$ cat config.mk
export PLATFORM = sky130hd
export DESIGN_NAME = pc_sequencer_flat
export DESIGN_NICKNAME = d
export VERILOG_FILES = /design/src/rtl/pc_sequencer_if.sv /design/src/rtl/pc_sequencer.sv /design/src/flat_wrapper.sv
export SDC_FILE = /design/constraint.sdc
export NUM_CORES = 1
export LEC_CHECK = 0
export ABC_AREA = 1
export CAP_MARGIN = 0
export CORE_ASPECT_RATIO = 0.7
export CORE_MARGIN = 5
export CORE_UTILIZATION = 50
export DETAILED_ROUTE_END_ITERATION = 10
export PLACE_DENSITY = 0.94
export SLEW_MARGIN = 20
export SYNTH_ARGS = -nofsm -noshare
export SYNTH_HDL_FRONTEND = slang
export SYNTH_SLANG_ARGS = --single-unit
export TNS_END_PERCENT = 10
$ cat constraint.sdc
create_clock -name clk -period 3.8 [get_ports clk]
set_input_delay 0.76 -clock clk [delete_from_list [all_inputs] [get_ports clk]]
set_output_delay 0.76 -clock clk [all_outputs]
set_load 0.005 [all_outputs]
$ cat src/rtl/pc_sequencer_if.sv
// Instruction-memory fetch handshake between the PC sequencer (master) and imem (slave).
interface pc_sequencer_if;
    logic        imem_req;
    logic [31:0] imem_addr;
    logic        imem_ack;

    modport master (output imem_req, output imem_addr, input imem_ack);
    modport slave  (input imem_req, input imem_addr, output imem_ack);
endinterface

$ cat src/rtl/pc_sequencer.sv
// Fetch-side PC sequencer: BOOT -> FETCH <-> UPDATE, HALT until reset.
// Optional fetch timeout watchdog enabled by defining IMEM_TIMEOUT_EN.
module pc_sequencer #(
    parameter logic [31:0] RESET_VEC = 32'h0000_0000,
    parameter int          TIMEOUT   = 16
) (
    input  logic                  clk,
    input  logic                  rst_n,
    pc_sequencer_if.master        imem,
    input  logic                  i_stall,
    input  logic                  i_br_taken,
    input  logic [15:0]           i_br_offset,
    input  logic                  i_jump,
    input  logic [25:0]           i_jump_target,
    input  logic                  i_halt,
    output logic [31:0]           o_pc_out,
    output logic [31:0]           o_pc_plus4,
    output logic                  o_pc_update,
    output logic                  o_halted,
    output logic                  o_fault
);

    typedef enum logic [1:0] {S_BOOT, S_FETCH, S_UPDATE, S_HALT} state_t;

    state_t      r_state;
    state_t      w_state_next;
    logic [31:0] r_pc;
    logic [31:0] w_pc_plus4;
    logic [31:0] w_pc_next;
    logic        w_timeout;

`ifdef IMEM_TIMEOUT_EN
    localparam int              TW   = $clog2(TIMEOUT + 1);
    localparam logic [TW-1:0]   TLIM = TW'(TIMEOUT - 1);

    logic [TW-1:0] r_tcnt;
    logic          r_fault;

    // r_tcnt counts ack-less FETCH cycles already elapsed; an ack in the last one still wins
    assign w_timeout = (r_state == S_FETCH) && !imem.imem_ack && (r_tcnt == TLIM);

    always_ff @(posedge clk or negedge rst_n) begin
        if (!rst_n) begin
            r_tcnt  <= '0;
            r_fault <= 1'b0;
        end else begin
            if (r_state != S_FETCH)
                r_tcnt <= '0;
            else if (!imem.imem_ack)
                r_tcnt <= r_tcnt + 1'b1;
            if (w_timeout)
                r_fault <= 1'b1;
        end
    end

    assign o_fault = r_fault;
`else
    assign w_timeout = 1'b0;
    // TIMEOUT is meaningless without the watchdog; the expression is constant 0
    assign o_fault   = (TIMEOUT < 0);
`endif

    assign w_pc_plus4     = r_pc + 32'd4;
    assign o_pc_plus4     = w_pc_plus4;
    assign o_pc_out       = r_pc;
    assign imem.imem_addr = r_pc;

    always_comb begin
        w_pc_next = w_pc_plus4;
        if (i_jump)
            w_pc_next = {w_pc_plus4[31:28], i_jump_target, 2'b00};
        else if (i_br_taken)
            w_pc_next = w_pc_plus4 + {{14{i_br_offset[15]}}, i_br_offset, 2'b00};
    end

    always_ff @(posedge clk or negedge rst_n) begin
        if (!rst_n) begin
            r_state <= S_BOOT;
            r_pc    <= RESET_VEC;
        end else begin
            r_state <= w_state_next;
            if (o_pc_update)
                r_pc <= w_pc_next;
        end
    end

    always_comb begin
        w_state_next = r_state;
        case (r_state)
            S_BOOT:   w_state_next = S_FETCH;
            S_FETCH: begin
                // halt outranks ack; a same-cycle timeout also ends in HALT
                if (i_halt || (!imem.imem_ack && w_timeout))
                    w_state_next = S_HALT;
                else if (imem.imem_ack)
                    w_state_next = S_UPDATE;
            end
            S_UPDATE: begin
                if (i_halt)
                    w_state_next = S_HALT;
                else if (!i_stall)
                    w_state_next = S_FETCH;
            end
            S_HALT:   w_state_next = S_HALT;
            default:  w_state_next = S_BOOT;
        endcase
    end

    always_comb begin
        imem.imem_req = (r_state == S_FETCH);
        o_halted      = (r_state == S_HALT);
        o_pc_update   = (r_state == S_UPDATE) && !i_stall && !i_halt;
    end

endmodule

$ cat src/flat_wrapper.sv
// flat-port wrapper written by rule: the top's interface ports become plain ports
module pc_sequencer_flat 
#(
    parameter logic [31:0] RESET_VEC = 32'h0000_0000,
    parameter int          TIMEOUT   = 16
)
  (clk, rst_n, i_stall, i_br_taken, i_br_offset, i_jump, i_jump_target, i_halt, o_pc_out, o_pc_plus4, o_pc_update, o_halted, o_fault, imem_imem_req, imem_imem_addr, imem_imem_ack);
  pc_sequencer_if imem_i ();
  input  logic clk;
  input  logic rst_n;
  input  logic i_stall;
  input  logic i_br_taken;
  input  logic [15:0] i_br_offset;
  input  logic i_jump;
  input  logic [25:0] i_jump_target;
  input  logic i_halt;
  output logic [31:0] o_pc_out;
  output logic [31:0] o_pc_plus4;
  output logic o_pc_update;
  output logic o_halted;
  output logic o_fault;
  output wire logic [$bits(imem_i.imem_req)-1:0] imem_imem_req;
  output wire logic [$bits(imem_i.imem_addr)-1:0] imem_imem_addr;
  input wire logic [$bits(imem_i.imem_ack)-1:0] imem_imem_ack;
  assign imem_imem_req = imem_i.imem_req;
  assign imem_imem_addr = imem_i.imem_addr;
  assign imem_i.imem_ack = imem_imem_ack;
  pc_sequencer #(.RESET_VEC(RESET_VEC), .TIMEOUT(TIMEOUT)) u_core (.clk(clk), .rst_n(rst_n), .imem(imem_i), .i_stall(i_stall), .i_br_taken(i_br_taken), .i_br_offset(i_br_offset), .i_jump(i_jump), .i_jump_target(i_jump_target), .i_halt(i_halt), .o_pc_out(o_pc_out), .o_pc_plus4(o_pc_plus4), .o_pc_update(o_pc_update), .o_halted(o_halted), .o_fault(o_fault));
endmodule
Word level (Yosys, flattened, before mapping)

Index checks and enable logic that the tools add are counted.

Bits of input ports: 49
Output and inout bits: 100
Word-level logic and storage cells: 22
Flip-flop bits (word level): 34

Mux-type cells: 7
Equal/unequal tests: 5
Add/sub/neg operators: 2
Reductions and logical operators: 6

Operators with widths:

| operator                                            | count |
|---|---|
| 2-to-1 mux 32 bit                                   | 2 |
| adder 32 x 3 -> 32 bit, second input constant       | 1 |
| adder 32 bit                                        | 1 |
| 2-to-1 mux 2 bit                                    | 4 |
| one-hot mux 2 bit (4 select lines)                  | 1 |
| equality test 2 bit, second input constant          | 2 |
| != test 3 x 2 -> 1 bit, second input constant       | 1 |
| != test 3 bit, second input constant                | 1 |
| equality test 2 x 1 -> 1 bit, second input constant | 1 |
| logical AND 1 bit                                   | 2 |
| zero test 1 bit                                     | 2 |
| zero test 2 bit                                     | 1 |
| AND reduction 2 bit                                 | 1 |

Logic depth before layout (Yosys ltp)

Gate-level depths: netlist of run 1.

Depth in word-level cells: 4
Depth in mapped cells: 22
Mapped depth without buffers: 22

Worst setup path before layout of run 1

No wires, ideal clock.

Path type: reg2reg
Start point: reg u_core.r_pc[2], in the netlist u_core.imem.imem_addr[2]
End point: reg u_core.r_pc[28], in the netlist u_core.imem.imem_addr[28]
Arrival time: 2.598 ns
Stages on the path, launching flop included: 17
Path slack: 1.129 ns
Library setup time: 0.073 ns
Clock period less this slack: 2.671 ns
Data required time: 3.727 ns
Path through: dfrtp_1 ha_1 nand3_1 nor2_1 or2_2 nand2_1 inv_1 ha_1 nand2_1 inv_1 a21oi_1 o21ai_0 a21oi_1 nand2_1 nand2_1 nand3_1 a21oi_2

Word-level cells in the longest chain between the ends: 4

Ends and longest elaborated chain:

| what                   | RTL line           | text |
|---|---|---|
| from (decl)            | pc_sequencer.sv:27 | `logic [31:0] r_pc;` |
| from (signal assigned) | pc_sequencer.sv:83 | `r_pc <= w_pc_next;` |
| adder 32 x 3 -> 32 bit | pc_sequencer.sv:63 | `assign w_pc_plus4 = r_pc + 32'd4;` |
| via o_pc_plus4[14]     | flat_wrapper.sv:18 | `output logic [31:0] o_pc_plus4;` |
| adder 32 bit           | pc_sequencer.sv:73 | `w_pc_next = w_pc_plus4 + {{14{i_br_offset[15]}}, i_br_offset, 2'b00};` |
| 2-to-1 mux 32 bit      | pc_sequencer.sv:72 | `else if (i_br_taken)` |
| 2-to-1 mux 32 bit      | pc_sequencer.sv:70 | `if (i_jump)` |

The timed path passes the listed nets, and every way through them passes these cells.
A chain may end at the register's enable or synchronous reset.

Worst setup path after layout of run 1

Start point: reg u_core.r_pc[2], in the netlist u_core.imem.imem_addr[2]
End point: reg u_core.r_pc[27], in the netlist u_core.imem.imem_addr[27]

Word-level cells in the longest chain between the ends: 4

Ends and longest elaborated chain:

| what                       | RTL line |
|---|---|
| adder 32 x 3 -> 32 bit (*) | pc_sequencer.sv:63 |
| adder 32 bit               | pc_sequencer.sv:73 |
| 2-to-1 mux 32 bit (*)      | pc_sequencer.sv:72 |
| 2-to-1 mux 32 bit (*)      | pc_sequencer.sv:70 |

Mark *: on every way between the ends. The rest lies on a longest branch, timed or not.

==> results of run 1 <==
-- state kept, by name, indices dropped and copies added, names as in the netlist --
signal	flops
u_core.r_state	2
u_core.imem.imem_addr	30
-- worst min-delay path by stage --
stage,cells past startpoint,startpoint,slack [ps],end
6_report,2,u_core.r_state[0],580,u_core.r_state[1]
5_1_grt,2,u_core.r_state[0],620,u_core.r_state[1]
4_1_cts,2,u_core.r_state[0],580,u_core.r_state[1]
3_5_place_dp,2,u_core.r_state[0],570,u_core.r_state[1]
3_3_place_gp,2,u_core.r_state[0],560,u_core.r_state[1]
2_1_floorplan,0,rst_n,460,u_core.imem.imem_addr[10]
-- cells by family after synthesis --
| group | Yosys count | share of synthesized area, % |
|---|---|---|
| adder cells (fa/ha/maj) | 37 | 9.21 |
| AND/OR/NAND/NOR | 469 | 40.0 |
| buffers and inverters | 205 | 18.0 |
| XOR/XNOR | 17 | 3.06 |
| flip-flops | 32 | 15.7 |
| other | 1 | 0.0734 |
| AO/OA/AOI/OAI | 130 | 14.1 |
-- cell usage after synthesis (5+ instances only) --
cell / count
nor2_2: 6
or2_2: 5
inv_1: 154
a21oi_1: 72
o21ai_0: 23
ha_1: 36
xor2_1: 14
buf_4: 37
dfrtp_1: 32
clkbuf_1: 7
nand2_1: 266
nand3_1: 63
nand2_2: 8
o21ai_1: 7
nand3b_1: 5
nand4_1: 12
o21bai_1: 5
nor3_1: 9
nor2_1: 76
-- through the flow --
step                std cells  utilization, %  setup slack, ps
CTS                      1131            66.7              516
global route             1131            66.7              152
finish                   1131            66.7              420
global placement         1123            65.2              522
detailed placement       1123            65.2              493
floorplan                 897               -             1130
-- worst max-delay path: stages (launching register included) --
cell and delay (ps):
dfrtp_1 440, ha_1 340, nand3_1 210, inv_1 140, nand2_1 140, inv_1 170
nand3_1 110, nand2_1 110, inv_1 80, ha_1 410, nand2_1 120, nor2_1 220
inv_1 90, nor3_1 170, nand2_1 130, nand3_1 100, nand2_1 50, nand3_1 80
nand2_1 70, a21oi_1 110
-- layer usage --
layer  GRT usage, %  share of wire [%]  up-vias
met5              0                  0        -
met4           8.65                2.4        0
met3           9.10                 14       42
met2           44.7                 42      397
met1           42.4                 42     2776
li1               -                  -     3010
-- final cells by class --
cell class | instances | area [um2]
Multi-Input combinational cell | 660 | 3410
Inverter | 156 | 586
Sequential cell | 32 | 801
Tap cell | 128 | 160
Fill cell | 892 | 3270
Clock buffer | 6 | 139
Timing Repair Buffer | 147 | 1460
Clock inverter | 2 | 10.0
-- where the power goes --
| part | switching, mW | internal, mW |
|---|---|---|
| registers | 0.139 | 0.410 |
| logic | 1.02 | 0.816 |
| clock network | 0.164 | 0.258 |
| total | 1.32 | 1.48 |
==> reports/qor.csv, run 1 <==
stage,metric,value,unit
synth,leading area contributor after synthesis,nand2_1,
worst_setup_path,crit path to,u_core.imem.imem_addr[27],
sta,Tmin final,3380,ps
global_routing,first-pass GRT wire length,29.4,mm
routing,Routed Antenna Nets,0,
routing,initial DRC count,728,
synth,Area contributors post-synth,"nand2_1 20%, dfrtp_1 16%, inv_1 11%",
worst_setup_path,Worst Setup End Kind,flop,
floorplanning,Core ar.,9830,um2
worst_setup_path,flop-to-flop setup slack,420,ps
synth,sequential share of the synthesized area,15.7,%
synth,"FF+latch count, synth",32,
floorplanning,row count,30,
floorplanning,Initial Util,51.9,%
cells_and_area,most frequent cells in the layout,"266 x nand2_1, 154 x inv_1, 141 x clkdlybuf4s50_1, 76 x nor2_1, 72 x a21oi_1",
pwr,Power Total,2.80,mW
synth,ys flop type,dfrtp_1,
cells_and_area,nets@finish,1088,
cts,CTS Buf Count,5,
cells_and_area,area grow syn2layout,28.5,%
placement,RD Place Congestion,1.02,
synth,Mapped Cells,891,
synth,Syn Area/Cell,5.73,um2
sta,final worst-path cycle share,89.0,%
placement,Buffers on Ports,141,
cts,Post-CTS Setup Bufs,0,
cts,Clock Latency Late Sink,290,ps
placement,"Cell Area, Placed",6410,um2
worst_hold_path,worst hold path type,flop to flop,
sta,Final Hold Fails,0,
pwr,maximum vdd drop,0.000193,V
sta,Rel. slew slack,57.5,%
cts,CTS H-tree lvls,2,
cts,clk buf depth,2,
cells_and_area,share of cells above drive strength 1,4.89,%
cts,number of gates resized after CTS,0,
pwr,Static Leak,3.43,nW
sta,Final setup viols,0,
cells_and_area,"most common cell after layout, fill and taps aside",nand2_1,
worst_setup_path,worst r2r src,u_core.imem.imem_addr[2],
run_status,run status,"finished, final reports clean",
sta,final setup TNS,0,ps
routing,WL/cell,16.6,um
synth,mapped cell area,5110,um2
routing,drt pass-1 iters,6,
synth,"EDFF count, synth",0,
cts,# clock sinks,32,
cts,CTS tree,done,
cells_and_area,final instance area,6560,um2
placement,Detailed Place HPWL,15.3,mm
floorplanning,die area,12400,um2
sta,Final Max Tran Viols,0,
global_routing,vias in the first global route,5749,
global_routing,initial antenna violation count,0,
cts,clock-pin slew on the worst setup and hold paths,60,ps
routing,Total Routed Length,18.8,mm
sta,hold_ws,579,ps
global_routing,gr ovfl total,0,
run,max-cap viol count,0,
global_routing,largest net degree at the start of global routing,34,
cts,post-cts hold buffer count,0,
synth,top cell type's share of synthesized area,19.5,%
worst_setup_path,Crit Path Max Fanout,6,
synth,Async SR Flop Fraction,100,%
sta,RSZ-0062 raised after global routing,false,
cts,Root Buffer,clkbuf_16,
routing,drt via density,5.50,
floorplanning,Die Height,94.6,um
cells_and_area,ant diodes,0,
global_routing,GRT Resource Usage Total,30.2,%
worst_setup_path,FF-to-FF End,u_core.imem.imem_addr[27],
worst_setup_path,Critical Path Start,u_core.imem.imem_addr[2],
sta,Setup Skew,5.34,ps
worst_setup_path,Critical Path AT,3600,ps
worst_setup_path,required time worst endpoint,4020,ps
routing,drc violations,0,
routing,total vias in the final route,6225,
sta,FMAX,296,MHz
floorplanning,Die Span X,131,um
worst_setup_path,crit path kind,flop to flop,
worst_setup_path,CP Launch Type,flop,
worst_setup_path,R2R cell count,19,
sta,slew of the pin with the lowest slew margin,635,ps
floorplanning,I/O Pins,149,
pwr,pwr/cell area,427,nW/um2
synth,post-synthesis cell type count,41,
synth,Synth Warn #,0,
(Power assumes the default switching activity.)
==> run 2, diff against run 1 <==
--- a/config.mk
+++ b/config.mk
@@ -11,6 +11,7 @@
 export CORE_MARGIN = 5
 export CORE_UTILIZATION = 50
 export DETAILED_ROUTE_END_ITERATION = 10
+export GPL_TIMING_DRIVEN = 0
 export PLACE_DENSITY = 0.94
 export SLEW_MARGIN = 20
 export SYNTH_ARGS = -nofsm -noshare
==> run 2 against run 1 <==
  * Sequential share of layout area is 0.61 points lower
  * Combinational power is 5% higher
  * Routed wire length is 1.8% higher
  * Largest power group unchanged
==> reports/qor.csv, run 2 (synthesized netlist as in run 1, its figures left out) <==
stage,metric,value,unit
global_routing,largest net degree at the start of global routing,22,
worst_setup_path,CP Launch Type,flop,
floorplanning,Core ar.,9830,um2
cts,clock-pin slew on the worst setup and hold paths,60,ps
floorplanning,I/O Pins,149,
global_routing,initial antenna violation count,0,
cells_and_area,"most common cell after layout, fill and taps aside",nand2_1,
cells_and_area,area grow syn2layout,35.3,%
cells_and_area,most frequent cells in the layout,"266 x nand2_1, 154 x inv_1, 139 x clkdlybuf4s50_1, 76 x nor2_1, 72 x a21oi_1",
routing,Routed Antenna Nets,0,
floorplanning,Die Height,94.6,um
global_routing,routing usage on met2,43.5,%
cts,post-cts hold buffer count,0,
cts,CTS tree,done,
worst_setup_path,required time worst endpoint,4010,ps
global_routing,GRT Resource Usage Total,30.4,%
cts,clk buf depth,2,
cells_and_area,share of cells above drive strength 1,8.70,%
sta,final worst-path cycle share,95.2,%
worst_setup_path,Critical Path AT,3820,ps
global_routing,first-pass GRT wire length,29.9,mm
cells_and_area,nets@finish,1131,
routing,WL/cell,16.3,um
run,max-cap viol count,0,
sta,Final Max Tran Viols,0,
worst_setup_path,crit path kind,flop to flop,
routing,Total Routed Length,19.1,mm
cells_and_area,Largest register FFs,30,
sta,Tmin final,3620,ps
routing,drt via density,5.60,
worst_hold_path,worst hold path type,input pin to async pin,
routing,initial DRC count,874,
sta,RSZ-0062 raised after global routing,false,
floorplanning,die area,12400,um2
global_routing,met1 usage,43.7,%
cts,Clock Latency Late Sink,280,ps
global_routing,vias in the first global route,5952,
sta,final setup TNS,0,ps
placement,RD Place Congestion,1.05,
floorplanning,Initial Util,51.9,%
global_routing,GR peak layer,met1,
routing,drc violations,0,
pwr,maximum vdd drop,0.000221,V
sta,Final setup viols,0,
sta,Rel. slew slack,34.5,%
sta,slew of the pin with the lowest slew margin,979,ps
cells_and_area,final core occ,70.2,%
pwr,pwr/cell area,432,nW/um2
sta,Setup Skew,6.63,ps
run_status,run status,"finished, final reports clean",
floorplanning,Die Span X,131,um
routing,drt pass-1 iters,7,
cells_and_area,fill cell count,812,
cts,Root Buffer,clkbuf_16,
cts,CTS Buf Count,5,
cts,CTS H-tree lvls,2,
cts,# clock sinks,32,
floorplanning,row count,30,
cells_and_area,ant diodes,0,
routing,total vias in the final route,6569,
sta,FMAX,276,MHz
placement,Detailed Place HPWL,15.6,mm
placement,Buffers on Ports,140,
global_routing,met3 Use GR,8.88,%
worst_setup_path,Crit Path Max Fanout,6,
cts,Post-CTS Setup Bufs,0,
pwr,Static Leak,3.64,nW
global_routing,gr ovfl total,0,
sta,Final Hold Fails,0,
worst_setup_path,Worst Setup End Kind,flop,
## run 2: path summary, 6_finish.rpt
path,cells after the start,to,slack (ps),startpoint
max,18,u_core.imem.imem_addr[24],180,u_core.imem.imem_addr[3]
min,1,u_core.imem.imem_addr[27],400,rst_n
max reg2reg,18,u_core.imem.imem_addr[24],180,u_core.imem.imem_addr[3]
min reg2reg,2,u_core.r_state[1],590,u_core.r_state[0]
max in group asynchronous,2,u_core.imem.imem_addr[7],2970,rst_n
min in group clk,2,u_core.r_state[1],590,u_core.r_state[0]
## run 2: area by class of cell
class                      instances  area [um2]  area share, %
sequential                        32         801           11.6
multi-input combinational        660        3420           49.5
tap                              128         160           2.32
timing repair buffer             141        1420           20.6
clock inverter                     1        30.0          0.435
clock buffer                       7         153           2.21
buffer                            49         333           4.82
inverter                         156         586           8.48
## run 2: critical path: stages (launching register included)
cell and delay [ps]:
dfrtp_1 450, ha_2 320, nand3_1 240, inv_1 150
nand2_1 160, nor2_1 180, xor2_1 260, inv_1 140
ha_2 410, nand2_1 80, inv_1 90, nand2_1 90
nor3_2 240, nand3_1 230, nand3_1 140, nand2_1 50
nand3_1 100, nand2_1 90, a21oi_1 120
## run 2: routing by layer
metal	wire length, um	part of all wire (%)	vias up
li1	-	-	3093
met1	7700	40	2900
met2	7790	41	516
met3	2960	15	60
met4	661	3.5	0
met5	0	0	-
## run 2: power by group
part	internal, mW	switching (mW)
Sequential	0.410	0.141
Combinational	0.902	1.03
Clock	0.345	0.156
## run 2: stage by stage
stage               hold WS (ps)  instance area, um2  total power, mW  instances  setup WS, ps
finish                       405                6910             2.99       1174           181
global placement             556                6690             2.38       1165           141
global route                 434                6910             3.20       1174          18.8
CTS                          417                6900             2.94       1174          39.1
detailed placement           588                6710             2.43       1166          57.4
floorplan                    464                5130             1.61        897          1130
## run 2: what timing repair did
action | in CTS | in global routing
endpoints found under the setup margin | 0 | 6
hold endpoints to repair | 0 | 0
resized for setup | 0 | 5
==> run 3, diff against run 2 <==
--- a/config.mk
+++ b/config.mk
@@ -8,9 +8,11 @@
 export ABC_AREA = 1
 export CAP_MARGIN = 0
 export CORE_ASPECT_RATIO = 0.7
-export CORE_MARGIN = 5
+export CORE_MARGIN = 1.5
 export CORE_UTILIZATION = 50
+export CTS_CLUSTER_SIZE = 14
 export DETAILED_ROUTE_END_ITERATION = 10
+export GPL_ROUTABILITY_DRIVEN = 0
 export GPL_TIMING_DRIVEN = 0
 export PLACE_DENSITY = 0.94
 export SLEW_MARGIN = 20
==> run 3 against run 2 <==
  * The run now ends with setup timing left
  * Non-clock buffer count is the same
  * First-iteration DRC count down 11%
  * Routed wire length down 0.71%
  * Die area is 12% lower
  * Final area down 0.16%
  * Sequential cell count did not move
  * Total power up 0.74%
  * Largest cell class unchanged
==> reports/qor.csv, run 3 (synthesized netlist as in run 1, its figures left out) <==
stage,metric,value,unit
run_status,run status,"complete, but fails checks",
run_status,violated checks,setup timing,
pwr,maximum vdd drop,0.000199,V
worst_setup_path,Crit Path Max Fanout,10,
sta,Final Hold Fails,0,
sta,FMAX,263,MHz
cts,Clock Latency Late Sink,280,ps
worst_setup_path,required time worst endpoint,3040,ps
cells_and_area,fill cell count,817,
global_routing,met1 usage,46.9,%
worst_setup_path,flop-to-flop setup slack,180,ps
floorplanning,die area,10800,um2
placement,"Cell Area, Placed",6710,um2
cts,clock-pin slew on the worst setup and hold paths,60,ps
placement,Detailed Place HPWL,15.1,mm
routing,total vias in the final route,6669,
cells_and_area,share of cells above drive strength 1,8.51,%
global_routing,gr ovfl total,0,
floorplanning,Core ar.,9800,um2
worst_setup_path,Worst Setup End Kind,output pin,
cts,# clock sinks,32,
cells_and_area,most frequent cells in the layout,"266 x nand2_1, 154 x inv_1, 139 x clkdlybuf4s50_1, 76 x nor2_1, 72 x a21oi_1",
floorplanning,I/O Pins,149,
worst_setup_path,crit path kind,input pin to output pin,
routing,Routed Antenna Nets,0,
sta,final worst-path cycle share,100,%
global_routing,largest net degree at the start of global routing,25,
pwr,pwr/cell area,436,nW/um2
floorplanning,Die Height,87.6,um
sta,Final WS setup,-4.68,ps
cts,number of gates resized after CTS,0,
cts,CTS H-tree lvls,2,
cts,CTS tree,done,
cts,Post-CTS Setup Bufs,0,
cts,CTS Buf Count,5,
cells_and_area,final instance area,6900,um2
floorplanning,row count,30,
sta,Rel. slew slack,40.3,%
global_routing,first-pass GRT wire length,29.4,mm
global_routing,GR peak layer,met2,
cts,clk buf depth,2,
sta,slew of the pin with the lowest slew margin,893,ps
routing,initial DRC count,774,
worst_setup_path,Critical Path AT,3040,ps
cells_and_area,nets@finish,1131,
sta,Final setup viols,1,
worst_setup_path,CP Launch Type,input pin,
sta,RSZ-0062 raised after global routing,false,
placement,Buffers on Ports,140,
cells_and_area,ant diodes,0,
global_routing,routing usage on met2,52.1,%
sta,Setup Skew,5.47,ps
cts,post-cts hold buffer count,0,
routing,drt via density,5.68,
cts,Root Buffer,clkbuf_16,
cells_and_area,"most common cell after layout, fill and taps aside",nand2_1,
routing,drt pass-1 iters,7,
global_routing,met3 Use GR,9.64,%
pwr,Static Leak,3.63,nW
worst_hold_path,worst hold path type,input pin to async pin,
sta,Tmin final,3800,ps
sta,hold_ws,334,ps
routing,WL/cell,16.2,um
sta,final setup TNS,-4.68,ps
routing,drc violations,0,
sta,Final Max Tran Viols,0,
global_routing,GRT Resource Usage Total,34.9,%
worst_setup_path,FF-to-FF End,u_core.imem.imem_addr[24],
run,max-cap viol count,0,
cells_and_area,Largest register FFs,30,
worst_setup_path,worst r2r src,u_core.imem.imem_addr[3],
worst_setup_path,R2R cell count,17,
cells_and_area,area grow syn2layout,35.0,%
floorplanning,Die Span X,124,um
routing,Total Routed Length,19.0,mm
floorplanning,Initial Util,52.1,%
global_routing,initial antenna violation count,0,
global_routing,vias in the first global route,5960,
## run 3: cell counts in the layout (fill, tap and decap cells not counted)
Identical to the previous run, type by type.
## run 3: area by class of cell
cell class | count | area (um2) | area share (%)
plain buffers | 49 | 332 | 4.81
repair buffers | 141 | 1420 | 20.5
multi-input cells | 660 | 3420 | 49.6
clock inverters | 1 | 30.0 | 0.435
inverters | 156 | 586 | 8.49
well taps | 128 | 160 | 2.32
clock buffers | 7 | 153 | 2.21
flip-flops and latches | 32 | 801 | 11.6
## run 3: report_power, final
| group | total [mW] | leakage (nW) | internal (mW) | switching (mW) |
|---|---|---|---|---|
| combinational | 1.95 | 3.16 | 0.900 | 1.04 |
| clock | 0.499 | 0.0901 | 0.345 | 0.154 |
| sequential | 0.564 | 0.382 | 0.410 | 0.155 |
| total | 3.01 | 3.63 | 1.65 | 1.35 |
## run 3: through the flow
step / worst slack (ps) / power [mW] / cells / util [%]
2_1_floorplan: 1130 / 1.61 / 897 / -
3_3_place_gp: 113 / 2.39 / 1165 / 68.3
3_5_place_dp: 124 / 2.44 / 1166 / 68.5
4_1_cts: 125 / 2.95 / 1174 / 70.3
5_1_grt: 26.5 / 3.22 / 1174 / 70.4
6_report: -4.68 / 3.01 / 1174 / 70.4
## run 3: layer usage
layer / up-vias / routed length (um) / share of wire, %
li1: 3089 / - / -
met1: 2925 / 7360 / 39
met2: 557 / 7880 / 42
met3: 98 / 2880 / 15
met4: 0 / 855 / 4.5
met5: - / 0 / 0
## run 3: worst max-delay path: stages
cell	delay [ps]
clkdlybuf4s50_1	510
nor3_4	520
clkbuf_1	620
clkdlybuf4s50_1	630
## run 3: how the worst max path moves through the flow
stage	endpoint	slack, ps	depth (start not counted)	start
floorplan	u_core.imem.imem_addr[28]	1130	16	u_core.imem.imem_addr[2]
global placement	o_pc_update	110	4	i_halt
detailed placement	o_pc_update	120	4	i_halt
CTS	o_pc_update	120	4	i_halt
global route	o_pc_update	30	4	i_halt
finish	o_pc_update	-5	4	i_halt
